===== src/rtl/mc_control_unit_if.sv =====
// Control bundle between the instruction register / datapath and the multicycle control unit.
// The master side is the control unit: it reads IR fields and ALU overflow, and drives every strobe.
interface mc_control_unit_if #(
    parameter int ADDR_W = 32
);
    logic [5:0]        opcode;
    logic [5:0]        funct;
    logic              overflow;
    logic              pc_write;
    logic              pc_write_cond;
    logic              branch_ne;
    logic [1:0]        pc_src;
    logic [1:0]        iord;
    logic              mem_write;
    logic              ir_write;
    logic              mdr_load;
    logic              reg_a_load;
    logic              reg_b_load;
    logic              alu_src_a;
    logic [1:0]        alu_src_b;
    logic [2:0]        alu_op;
    logic              alu_out_write;
    logic              reg_write;
    logic [1:0]        reg_dst;
    logic [1:0]        mem_to_reg;
    logic              epc_write;
    logic [1:0]        exc_cause;
    logic [ADDR_W-1:0] exc_vec_addr;
    logic              instr_done;

    modport master (
        input  opcode, funct, overflow,
        output pc_write, pc_write_cond, branch_ne, pc_src, iord, mem_write, ir_write,
               mdr_load, reg_a_load, reg_b_load, alu_src_a, alu_src_b, alu_op,
               alu_out_write, reg_write, reg_dst, mem_to_reg, epc_write, exc_cause,
               exc_vec_addr, instr_done
    );

    modport slave (
        output opcode, funct, overflow,
        input  pc_write, pc_write_cond, branch_ne, pc_src, iord, mem_write, ir_write,
               mdr_load, reg_a_load, reg_b_load, alu_src_a, alu_src_b, alu_op,
               alu_out_write, reg_write, reg_dst, mem_to_reg, epc_write, exc_cause,
               exc_vec_addr, instr_done
    );
endinterface


===== src/rtl/mc_control_unit.sv =====
// Multicycle MIPS-subset control unit: Moore FSM with memory wait-state counting and
// vectored exceptions (invalid opcode, arithmetic overflow).
module mc_control_unit #(
    parameter int MEM_WAIT = 1,
    parameter int ADDR_W   = 32,
    parameter int VEC_BASE = 253
) (
    input  logic                 clk,
    input  logic                 reset,
    mc_control_unit_if.master    bus,
    output logic [4:0]           state_dbg
);
    typedef enum logic [4:0] {
        S_RST, S_FETCH, S_DECODE, S_EXEC_R, S_WB_R, S_EXEC_I, S_WB_I, S_MEM_ADDR,
        S_MEM_RD, S_WB_LW, S_MEM_WR, S_BRANCH, S_JUMP, S_JR, S_EXC, S_EXC_RD, S_EXC_PC
    } state_t;

    localparam int CNT_W = (MEM_WAIT > 1) ? $clog2(MEM_WAIT + 1) : 1;
    localparam logic [CNT_W-1:0] WAIT_LD = CNT_W'(MEM_WAIT);

    localparam logic [2:0] ALU_PASS = 3'b000;
    localparam logic [2:0] ALU_ADD  = 3'b001;
    localparam logic [2:0] ALU_SUB  = 3'b010;
    localparam logic [2:0] ALU_AND  = 3'b011;

    localparam logic [5:0] F_ADD = 6'h20;
    localparam logic [5:0] F_SUB = 6'h22;
    localparam logic [5:0] F_AND = 6'h24;
    localparam logic [5:0] F_JR  = 6'h08;

    state_t           state, state_next;
    logic [CNT_W-1:0] cnt, cnt_next;
    logic [1:0]       cause, cause_next;
    logic             cnt_zero;

    assign cnt_zero  = (cnt == '0);
    assign state_dbg = state;

    always_ff @(posedge clk or posedge reset) begin
        if (reset) begin
            state <= S_RST;
            cnt   <= '0;
            cause <= 2'd0;
        end else begin
            state <= state_next;
            cnt   <= cnt_next;
            cause <= cause_next;
        end
    end

    assign bus.exc_cause    = cause;
    assign bus.exc_vec_addr = ADDR_W'(VEC_BASE) + ADDR_W'(cause);

    always_comb begin
        state_next        = state;
        cnt_next          = cnt;
        cause_next        = cause;
        bus.pc_write      = 1'b0;
        bus.pc_write_cond = 1'b0;
        bus.branch_ne     = 1'b0;
        bus.pc_src        = 2'd0;
        bus.iord          = 2'd0;
        bus.mem_write     = 1'b0;
        bus.ir_write      = 1'b0;
        bus.mdr_load      = 1'b0;
        bus.reg_a_load    = 1'b0;
        bus.reg_b_load    = 1'b0;
        bus.alu_src_a     = 1'b0;
        bus.alu_src_b     = 2'd0;
        bus.alu_op        = ALU_PASS;
        bus.alu_out_write = 1'b0;
        bus.reg_write     = 1'b0;
        bus.reg_dst       = 2'd0;
        bus.mem_to_reg    = 2'd0;
        bus.epc_write     = 1'b0;
        bus.instr_done    = 1'b0;

        case (state)
            S_RST: begin
                bus.reg_write  = 1'b1;
                bus.reg_dst    = 2'd3;
                bus.mem_to_reg = 2'd3;
                state_next     = S_FETCH;
            end
            S_FETCH: begin
                bus.alu_src_b = 2'd1;
                bus.alu_op    = ALU_ADD;
                if (!cnt_zero) begin
                    cnt_next = cnt - CNT_W'(1);
                end else begin
                    bus.ir_write = 1'b1;
                    bus.pc_write = 1'b1;
                    state_next   = S_DECODE;
                end
            end
            S_DECODE: begin
                bus.alu_src_b     = 2'd3;
                bus.alu_op        = ALU_ADD;
                bus.alu_out_write = 1'b1;
                bus.reg_a_load    = 1'b1;
                bus.reg_b_load    = 1'b1;
                case (bus.opcode)
                    6'h00: begin
                        if (bus.funct == F_ADD || bus.funct == F_SUB || bus.funct == F_AND)
                            state_next = S_EXEC_R;
                        else if (bus.funct == F_JR)
                            state_next = S_JR;
                        else begin
                            state_next = S_EXC;
                            cause_next = 2'd0;
                        end
                    end
                    6'h08, 6'h09: state_next = S_EXEC_I;
                    6'h23, 6'h2B: state_next = S_MEM_ADDR;
                    6'h04, 6'h05: state_next = S_BRANCH;
                    6'h02:        state_next = S_JUMP;
                    default: begin
                        state_next = S_EXC;
                        cause_next = 2'd0;
                    end
                endcase
            end
            S_EXEC_R: begin
                bus.alu_src_a     = 1'b1;
                bus.alu_out_write = 1'b1;
                case (bus.funct)
                    F_SUB:   bus.alu_op = ALU_SUB;
                    F_AND:   bus.alu_op = ALU_AND;
                    default: bus.alu_op = ALU_ADD;
                endcase
                if (bus.overflow && bus.funct != F_AND) begin
                    state_next = S_EXC;
                    cause_next = 2'd1;
                end else begin
                    state_next = S_WB_R;
                end
            end
            S_WB_R: begin
                bus.reg_write  = 1'b1;
                bus.reg_dst    = 2'd1;
                bus.instr_done = 1'b1;
                state_next     = S_FETCH;
            end
            S_EXEC_I, S_MEM_ADDR: begin
                bus.alu_src_a     = 1'b1;
                bus.alu_src_b     = 2'd2;
                bus.alu_op        = ALU_ADD;
                bus.alu_out_write = 1'b1;
                if (state == S_MEM_ADDR)
                    state_next = (bus.opcode == 6'h23) ? S_MEM_RD : S_MEM_WR;
                else if (bus.overflow && bus.opcode == 6'h08) begin
                    state_next = S_EXC;
                    cause_next = 2'd1;
                end else
                    state_next = S_WB_I;
            end
            S_WB_I: begin
                bus.reg_write  = 1'b1;
                bus.instr_done = 1'b1;
                state_next     = S_FETCH;
            end
            S_MEM_RD, S_EXC_RD: begin
                bus.iord = (state == S_MEM_RD) ? 2'd1 : 2'd2;
                if (!cnt_zero) begin
                    cnt_next = cnt - CNT_W'(1);
                end else begin
                    bus.mdr_load = 1'b1;
                    state_next   = (state == S_MEM_RD) ? S_WB_LW : S_EXC_PC;
                end
            end
            S_WB_LW: begin
                bus.reg_write  = 1'b1;
                bus.mem_to_reg = 2'd1;
                bus.instr_done = 1'b1;
                state_next     = S_FETCH;
            end
            S_MEM_WR: begin
                bus.iord       = 2'd1;
                bus.mem_write  = 1'b1;
                bus.instr_done = 1'b1;
                state_next     = S_FETCH;
            end
            S_BRANCH: begin
                bus.alu_src_a     = 1'b1;
                bus.alu_op        = ALU_SUB;
                bus.pc_write_cond = 1'b1;
                bus.pc_src        = 2'd1;
                bus.branch_ne     = (bus.opcode == 6'h05);
                bus.instr_done    = 1'b1;
                state_next        = S_FETCH;
            end
            S_JUMP: begin
                bus.pc_write   = 1'b1;
                bus.pc_src     = 2'd2;
                bus.instr_done = 1'b1;
                state_next     = S_FETCH;
            end
            S_JR: begin
                bus.alu_src_a  = 1'b1;
                bus.pc_write   = 1'b1;
                bus.instr_done = 1'b1;
                state_next     = S_FETCH;
            end
            S_EXC: begin
                bus.alu_src_b = 2'd1;
                bus.alu_op    = ALU_SUB;
                bus.epc_write = 1'b1;
                state_next    = S_EXC_RD;
            end
            S_EXC_PC: begin
                bus.pc_write   = 1'b1;
                bus.pc_src     = 2'd3;
                bus.instr_done = 1'b1;
                state_next     = S_FETCH;
            end
            default: state_next = S_RST;
        endcase

        // Every entry into a memory-reading state restarts the wait count.
        if (state_next != state &&
            (state_next == S_FETCH || state_next == S_MEM_RD || state_next == S_EXC_RD))
            cnt_next = WAIT_LD;
    end
endmodule


===== src/flat_wrapper.sv =====
// flat-port wrapper written by rule: the top's interface ports become plain ports
module mc_control_unit_flat 
#(
    parameter int MEM_WAIT = 1,
    parameter int ADDR_W   = 32,
    parameter int VEC_BASE = 253
)
  (clk, reset, state_dbg, bus_opcode, bus_funct, bus_overflow, bus_pc_write, bus_pc_write_cond, bus_branch_ne, bus_pc_src, bus_iord, bus_mem_write, bus_ir_write, bus_mdr_load, bus_reg_a_load, bus_reg_b_load, bus_alu_src_a, bus_alu_src_b, bus_alu_op, bus_alu_out_write, bus_reg_write, bus_reg_dst, bus_mem_to_reg, bus_epc_write, bus_exc_cause, bus_exc_vec_addr, bus_instr_done);
  mc_control_unit_if #(.ADDR_W(ADDR_W)) bus_i ();
  input  logic clk;
  input  logic reset;
  output logic [4:0] state_dbg;
  input wire logic [$bits(bus_i.opcode)-1:0] bus_opcode;
  input wire logic [$bits(bus_i.funct)-1:0] bus_funct;
  input wire logic [$bits(bus_i.overflow)-1:0] bus_overflow;
  output wire logic [$bits(bus_i.pc_write)-1:0] bus_pc_write;
  output wire logic [$bits(bus_i.pc_write_cond)-1:0] bus_pc_write_cond;
  output wire logic [$bits(bus_i.branch_ne)-1:0] bus_branch_ne;
  output wire logic [$bits(bus_i.pc_src)-1:0] bus_pc_src;
  output wire logic [$bits(bus_i.iord)-1:0] bus_iord;
  output wire logic [$bits(bus_i.mem_write)-1:0] bus_mem_write;
  output wire logic [$bits(bus_i.ir_write)-1:0] bus_ir_write;
  output wire logic [$bits(bus_i.mdr_load)-1:0] bus_mdr_load;
  output wire logic [$bits(bus_i.reg_a_load)-1:0] bus_reg_a_load;
  output wire logic [$bits(bus_i.reg_b_load)-1:0] bus_reg_b_load;
  output wire logic [$bits(bus_i.alu_src_a)-1:0] bus_alu_src_a;
  output wire logic [$bits(bus_i.alu_src_b)-1:0] bus_alu_src_b;
  output wire logic [$bits(bus_i.alu_op)-1:0] bus_alu_op;
  output wire logic [$bits(bus_i.alu_out_write)-1:0] bus_alu_out_write;
  output wire logic [$bits(bus_i.reg_write)-1:0] bus_reg_write;
  output wire logic [$bits(bus_i.reg_dst)-1:0] bus_reg_dst;
  output wire logic [$bits(bus_i.mem_to_reg)-1:0] bus_mem_to_reg;
  output wire logic [$bits(bus_i.epc_write)-1:0] bus_epc_write;
  output wire logic [$bits(bus_i.exc_cause)-1:0] bus_exc_cause;
  output wire logic [$bits(bus_i.exc_vec_addr)-1:0] bus_exc_vec_addr;
  output wire logic [$bits(bus_i.instr_done)-1:0] bus_instr_done;
  assign bus_i.opcode = bus_opcode;
  assign bus_i.funct = bus_funct;
  assign bus_i.overflow = bus_overflow;
  assign bus_pc_write = bus_i.pc_write;
  assign bus_pc_write_cond = bus_i.pc_write_cond;
  assign bus_branch_ne = bus_i.branch_ne;
  assign bus_pc_src = bus_i.pc_src;
  assign bus_iord = bus_i.iord;
  assign bus_mem_write = bus_i.mem_write;
  assign bus_ir_write = bus_i.ir_write;
  assign bus_mdr_load = bus_i.mdr_load;
  assign bus_reg_a_load = bus_i.reg_a_load;
  assign bus_reg_b_load = bus_i.reg_b_load;
  assign bus_alu_src_a = bus_i.alu_src_a;
  assign bus_alu_src_b = bus_i.alu_src_b;
  assign bus_alu_op = bus_i.alu_op;
  assign bus_alu_out_write = bus_i.alu_out_write;
  assign bus_reg_write = bus_i.reg_write;
  assign bus_reg_dst = bus_i.reg_dst;
  assign bus_mem_to_reg = bus_i.mem_to_reg;
  assign bus_epc_write = bus_i.epc_write;
  assign bus_exc_cause = bus_i.exc_cause;
  assign bus_exc_vec_addr = bus_i.exc_vec_addr;
  assign bus_instr_done = bus_i.instr_done;
  mc_control_unit #(.MEM_WAIT(MEM_WAIT), .ADDR_W(ADDR_W), .VEC_BASE(VEC_BASE)) u_core (.clk(clk), .reset(reset), .bus(bus_i), .state_dbg(state_dbg));
endmodule

===== config.mk =====
export PLATFORM = sky130hd
export DESIGN_NAME = mc_control_unit_flat
export DESIGN_NICKNAME = d
export VERILOG_FILES = /design/src/rtl/mc_control_unit_if.sv /design/src/rtl/mc_control_unit.sv /design/src/flat_wrapper.sv
export SDC_FILE = /design/constraint.sdc
export NUM_CORES = 1
export LEC_CHECK = 0
export CAP_MARGIN = 25
export CORE_MARGIN = 1.5
export CORE_UTILIZATION = 40
export CTS_BUF_LIST = sky130_fd_sc_hd__clkbuf_8
export DETAILED_ROUTE_END_ITERATION = 10
export GPL_ROUTABILITY_DRIVEN = 1
export HOLD_SLACK_MARGIN = 0.15
export PLACE_DENSITY = 0.82
export SLEW_MARGIN = 20
export SYNTH_ARGS = -nofsm -noshare
export SYNTH_HDL_FRONTEND = slang
export SYNTH_SLANG_ARGS = --single-unit

===== constraint.sdc =====
create_clock -name clk -period 2.1 [get_ports clk]
set_input_delay 0.42 -clock clk [delete_from_list [all_inputs] [get_ports clk]]
set_output_delay 0.42 -clock clk [all_outputs]
set_load 0.005 [all_outputs]

==> After elaboration in Yosys (flattened, before gate mapping) <==
Index checks and enable logic that the tools add are counted.
{ "word_totals": {"out_inout_bits": 65, "ff_bits": 8, "inputBits": 15, "word_cells": 113} }
{ "op_classes": {"reduce_logical": 28, "n_eq_ne": 38, "addsub": 2, "mux": 42} }
{ "ops": {"columns": ["op", "n"], "rows": [
  ["5-bit by 4-bit == test with 1-bit output, second input constant", 10],
  ["5-bit one-hot mux with 7 select lines", 1],
  ["6-bit == test, second input constant", 5],
  ["5-bit 2-to-1 mux", 5],
  ["5-bit one-hot mux with 5 select lines", 1],
  ["5-bit by 3-bit == test with 1-bit output, second input constant", 4],
  ["2-bit one-hot mux with 2 select lines", 5],
  ["6-bit by 4-bit == test with 1-bit output, second input constant", 3],
  ["2-bit one-hot mux with 3 select lines", 3],
  ["2-bit 2-to-1 mux", 8],
  ["1-bit 2-to-1 mux", 15],
  ["2-bit OR reduction", 7],
  ["6-bit by 3-bit == test with 1-bit output, second input constant", 2],
  ["4-bit OR reduction", 3],
  ["5-bit by 1-bit == test with 1-bit output, second input constant", 2],
  ["5-bit by 2-bit == test with 1-bit output, second input constant", 2],
  ["8-bit by 2-bit adder with 9-bit output, first input constant", 1],
  ["3-bit one-hot mux with 3 select lines", 1],
  ["9-bit OR reduction", 1],
  ["4-bit 2-to-1 mux", 2],
  ["8-bit OR reduction", 1],
  ["7-bit AND reduction", 1],
  ["7-bit OR reduction", 1],
  ["6-bit by 2-bit == test with 1-bit output, second input constant", 1],
  ["other kinds (16)", 25]
]} }

==> Depth between registers and ports, before layout <==
{ "depth": {"ltp_word": 11, "mapped_depth": 9, "depth_no_buf": 7} }

==> Least setup slack after synthesis <==
OpenSTA, ideal clock, no wires.
{ "synth_path": {"kind": "in2reg", "startpoint": "in bus_funct[0]", "endpoint": "reg u_core.cnt", "required_ns": 1.965, "slack_ns": 0.086, "path_buffers": 0, "setup_time_ns": 0.135, "arrival_time_ns": 1.879, "cell_stages": 7, "path_cell_list": "or4b_4 a21o_1 nand2_1 a31oi_1 or3_4 a32oi_1 o311ai_1"} }
{ "synth_via": {"elab_chain_cells": 11, "elab_cells_between_ends": 22, "classes_between": "eq/ne (9); mux (6); reduce/logical (7)"} }
{ "synth_lines": {"columns": ["element", "line", "source"], "rows": [
  ["start: declaration", "flat_wrapper.sv:14", "input wire logic [$bits(bus_i.funct)-1:0] bus_funct;"],
  ["6-bit == test", "mc_control_unit.sv:104", "if (bus.funct == F_ADD || bus.funct == F_SUB || bus.funct == F_AND)"],
  ["1-bit logical OR (2 in a row)", "mc_control_unit.sv:104", null],
  ["5-bit 2-to-1 mux", "mc_control_unit.sv:104", null],
  ["5-bit one-hot mux with 5 select lines", "mc_control_unit.sv:102", "case (bus.opcode)"],
  ["5-bit one-hot mux with 7 select lines (*)", "mc_control_unit.sv:78", "case (state)"],
  ["net u_core.state_next[3]", "mc_control_unit.sv:31", "state_t state, state_next;"],
  ["5-bit by 1-bit == test with 1-bit output or 5-bit by 4-bit == test with 1-bit output (tied branches)", "mc_control_unit.sv:221", "(state_next == S_FETCH || state_next == S_MEM_RD || state_next == S_EXC_RD))"],
  ["1-bit logical OR (2 in a row)", "mc_control_unit.sv:221", null],
  ["1-bit logical AND (*)", "mc_control_unit.sv:220", "if (state_next != state &&"],
  ["1-bit 2-to-1 mux or 2-bit nonzero test (tied branches)", null, null],
  ["end signal: assignment", "mc_control_unit.sv:46", "cnt <= cnt_next;"],
  ["end: declaration", "mc_control_unit.sv:32", "logic [CNT_W-1:0] cnt, cnt_next;"]
]} }
Mark *: on every way through the listed nets, which the timed path passes. The rest lies on a longest branch.
A chain may end at the register's enable or synchronous reset.

==> Worst setup path after layout <==
{ "layout_path": {"startpoint": "in bus_funct[4]", "endpoint": "reg u_core.cnt"} }
The elaborated chain is that of the path after synthesis.

==> impl_summary.txt <==
----------------------------------------------------
[Power and ir drop]
  Power per cell area ... 1170 nW/um2
  Worst VDD drop ... 0.461 mV
  Overall power ... 2910 uW
  Switching part of the total power ... 0.439
  Net load switching power ... 1280 uW
  Clock share of power ... 0.064
  Total leakage power ... 0.00125 uW
  Part of the total power dissipated in combinational logic ... 0.850
  Flop pwr share ... 0.086
  Internal ... 1630 uW

[Worst setup path]
  Library cell contributing the largest single delay on the critical path ... sky130_fd_sc_hd__or4b_4
  Peak fanout along the critical path ... 3
  Register-to-register path setup slack ... -0.01 ns
  Kind of critical path ... in2reg
  CP Launch Type ... input port
  Critical Path Sink Type ... flip-flop
  Critical Path, Cell by Cell ... buf_2 > or4b_4 > buf_6 > a21o_1 > nand2_1 > a31oi_2 > or3_4 > a32oi_2 > o311ai_1
  Worst path max stage delay ... 0.56 ns
  CP Data Required Time ... 2.20 ns
  Arrival time of the worst setup path ... 2.21 ns

[Timing]
  Total count of hold-check failures in the final report ... 0
  Final worst path period share ... 1.00
  Worst setup slack after layout ... -0.0102 ns
  Sum Neg Setup Slack ... -0.0114 ns
  Tmin final ... 2.11 ns
  # setup viols final ... 2
  Clock tree skew after final layout ... 0.00218 ns
  Max-slew violation count ... 0
  Fmax ... 474 MHz
  Setup repair after global routing missed its margin ... yes

[Floorplanning]
  Total I/O pin count ... 80
  Horizontal extent of the die ... 62.0 um
  Die Area ... 3840 um2
  Die span in y ... 62.0 um
  FP Rows ... 21
  Placeable core region ... 3340 um2
  Initial core utilization ... 0.417

[Logic synthesis]
  Synth unique cells ... 51
  Area share of the largest cell type after synthesis ... 0.189
  Post-synth EDFFs ... 0
  Async set-reset flop share out of synthesis ... 1.00
  Primary flip-flop cell chosen by synthesis mapping ... sky130_fd_sc_hd__dfrtp_1
  Synthesized area divided by synthesized cell count ... 6.59 um2
  Post-synth design cell area ... 1390 um2
  Most frequent cells after synthesis ... sky130_fd_sc_hd__buf_4, sky130_fd_sc_hd__nor2_1, sky130_fd_sc_hd__nand2_1
  Top-count cell post-synth ... sky130_fd_sc_hd__buf_4
  Syn. warnings ... 0
  Most area-hungry cell type in the Yosys netlist ... sky130_fd_sc_hd__buf_4
  Sequential area share after synthesis ... 0.126
  Largest cells by area after synthesis ... sky130_fd_sc_hd__buf_4, sky130_fd_sc_hd__dfrtp_1, sky130_fd_sc_hd__nor2_1
  Yosys reg bits ... 7
  Post-synthesis instance total ... 211

[Detailed routing]
  Met3 wire length ... 287 um
  Post-DRT Antenna Nets ... 0
  Total vias in the final route ... 1887
  Routed wire length ... 5.17 mm
  Length of routed wiring on met1 ... 1.91 mm
  Highest metal layer used by the detailed router ... met4
  First-pass DRT Iterations ... 4
  Final routed DRC violation total ... 0
  Detailed-route vias per instance ... 5.23
  Met2 layer wire length in the routed design ... 2.83 mm
  Wirelength per Cell ... 14.3 um
  Initial DRC Count ... 97

[Layout]
  Inserted Diodes ... 0
  Final layout net count ... 331
  Share of post-route cells with drive strength above 1 ... 0.413
  Multi-input logic area ... 1200 um2
  Area Growth Syn to Fin ... 79.0%
  Final-layout fill cell count ... 272
  Finished Core Util ... 0.746
  Area used by sequential logic in the layout ... 175 um2
  Number of non-filler instances in the completed layout ... 361

[Job]
  Number of max-cap violations ... 0

[Clocking]
  Clock Root Buffer ... sky130_fd_sc_hd__clkbuf_8
  Clock buffer depth ... 2
  Later-pin clock latency in the skew report ... 0.23 ns
  Sink count of the clock tree ... 7
  Number of clock buffers inserted by TritonCTS ... 3
  H-tree depth ... 1
  Hold-fix buffers at CTS ... 0
  CTS tree ... built
  Clock transition time at the flip-flop clock pins of the worst setup and hold paths ... 0.04 ns

[Outcome]
  Violated checks ... negative setup slack
  Run status ... finished, violations left

[Global route]
  First-pass GRT wire length ... 7.47 mm
  Via count of the first global-routing pass ... 1655
  GRT Total Usage ... 0.261
  Largest net degree at the start of global routing ... 19
  Gr ovfl total ... 0
  Number of antenna violations at the first check in global routing ... 0

[Placement]
  HPWL after detailed placement ... 3.40 mm
  Buffers on Ports ... 47
  Placed Cells incl. Taps ... 343
  Routability Congestion ... 0.891

[Min path]
  Type of the tightest min-delay check ... in2async

----------------------------------------------------
[cells in the final DEF, fill, tap and decap left out, types with 2 or more instances in the layout]
| master | netlist | final |
|---|---|---|
| sky130_fd_sc_hd__a21oi_1 | 15 | 14 |
| sky130_fd_sc_hd__nand2b_1 | 7 | 5 |
| sky130_fd_sc_hd__dlymetal6s2s_1 | 0 | 6 |
| sky130_fd_sc_hd__dlygate4sd2_1 | 0 | 14 |
| sky130_fd_sc_hd__mux2_2 | 2 | 2 |
| sky130_fd_sc_hd__inv_2 | 1 | 2 |
| sky130_fd_sc_hd__o21ai_0 | 5 | 3 |
| sky130_fd_sc_hd__a211oi_1 | 3 | 2 |
| sky130_fd_sc_hd__o21a_1 | 2 | 2 |
| sky130_fd_sc_hd__or3_4 | 2 | 5 |
| sky130_fd_sc_hd__dfrtp_1 | 7 | 7 |
| sky130_fd_sc_hd__or3_1 | 6 | 3 |
| sky130_fd_sc_hd__a31oi_1 | 6 | 5 |
| sky130_fd_sc_hd__clkdlybuf4s15_1 | 0 | 2 |
| sky130_fd_sc_hd__o21ai_1 | 2 | 2 |
| sky130_fd_sc_hd__clkbuf_8 | 0 | 3 |
| sky130_fd_sc_hd__nand3_1 | 4 | 3 |
| sky130_fd_sc_hd__nand2b_4 | 0 | 2 |
| sky130_fd_sc_hd__buf_2 | 4 | 9 |
| sky130_fd_sc_hd__nor4_1 | 4 | 2 |
| sky130_fd_sc_hd__clkdlybuf4s50_1 | 0 | 13 |
| sky130_fd_sc_hd__inv_1 | 6 | 5 |
| sky130_fd_sc_hd__nor2_4 | 0 | 4 |
| sky130_fd_sc_hd__o31ai_1 | 2 | 2 |
| sky130_fd_sc_hd__conb_1 | 2 | 32 |
| sky130_fd_sc_hd__clkbuf_2 | 0 | 4 |
| sky130_fd_sc_hd__nor3_1 | 6 | 4 |
| sky130_fd_sc_hd__buf_6 | 0 | 8 |
| sky130_fd_sc_hd__o21ai_2 | 0 | 2 |
| sky130_fd_sc_hd__buf_4 | 35 | 61 |
| sky130_fd_sc_hd__xor2_1 | 2 | 2 |
| sky130_fd_sc_hd__or2_4 | 0 | 3 |
| sky130_fd_sc_hd__nor2_2 | 0 | 4 |
| sky130_fd_sc_hd__nor4b_4 | 0 | 2 |
| sky130_fd_sc_hd__nand2_1 | 23 | 21 |
| sky130_fd_sc_hd__nor3_2 | 0 | 2 |
| sky130_fd_sc_hd__nor4b_2 | 1 | 2 |
| sky130_fd_sc_hd__nor2_1 | 25 | 17 |
[worst max-delay path: cells and delay by family]
kind	cells	cell delay, ns
AO/OA/AOI/OAI	4	0.51
AND/OR/NAND/NOR	3	1.04
buffers and inverters	2	0.25
[stage by stage]
step           hold WS (ns)  setup slack [ns]  instance area, um2
2_1_floorplan         0.223            0.0855                1500
3_3_place_gp          0.559            -0.683                2140
3_5_place_dp          0.549            -0.681                2140
4_1_cts               0.423            -0.155                2360
5_1_grt               0.448            -0.124                2490
6_report              0.416           -0.0102                2490
[timing repair]
item / in CTS / in global routing
endpoints found under the hold margin: 0 / 0
gates resized for setup: 96 / 31
endpoints found under the setup margin: 30 / 18
buffers inserted: 9 / 5
gates cloned: 1 / 0
pin swaps: 11 / 14
[logic make-up (layout without fill, tap and decap cells)]
| family | count (synthesis) | after routing | synth area share |
|---|---|---|---|
| simple gates | 93 | 93 | 0.351 |
| compound gates | 49 | 49 | 0.236 |
| mux | 2 | 2 | 0.0162 |
| buf+inv | 55 | 129 | 0.247 |
| xor+xnor | 3 | 3 | 0.0189 |
| flops | 7 | 7 | 0.126 |
| other cells | 2 | 32 | 0.00540 |
[power groups by stage]
stage	combinational, uW	clock, uW	sequential (uW)
6_report	2480	186	251
5_1_grt	2650	199	258
4_1_cts	2250	189	238
3_5_place_dp	2030	0	229
3_3_place_gp	2020	0	226
2_1_floorplan	939	0	248
[per-layer routing]
layer | track usage | up-vias
met5 | 0 | -
li1 | - | 883
met1 | 0.292 | 892
met3 | 0.0269 | 12
met4 | 0.112 | 0
met2 | 0.494 | 100
[state kept, by name, summed over array words and instances (netlist names)]
| name | flops |
|---|---|
| u_core.bus.exc_cause | 1 |
| u_core.state_dbg | 5 |
| u_core.cnt | 1 |
[final timing paths]
kind / depth (start not counted) / to / from
setup / recovery: 9 / u_core.cnt / bus_funct[4]
hold / removal: 2 / u_core.state_dbg[1] / reset
setup reg to reg: 8 / u_core.cnt / u_core.state_dbg[2]
hold reg to reg: 1 / u_core.bus.exc_cause[0] / u_core.bus.exc_cause[0]
max in group asynchronous: 2 / u_core.state_dbg[0] / reset
min in group clk: 1 / u_core.bus.exc_cause[0] / u_core.bus.exc_cause[0]
[cell type report]
| cell class | count | share of cell area |
|---|---|---|
| sequential | 7 | 0.0704 |
| timing repair buffer | 118 | 0.394 |
| clock buffer | 3 | 0.0166 |
| multi-input combinational | 179 | 0.483 |
| clock inverter | 1 | 0.00151 |
| tap | 46 | 0.0231 |
| inverter | 7 | 0.0116 |
Note: power is estimated with default switching activity, not from simulation.
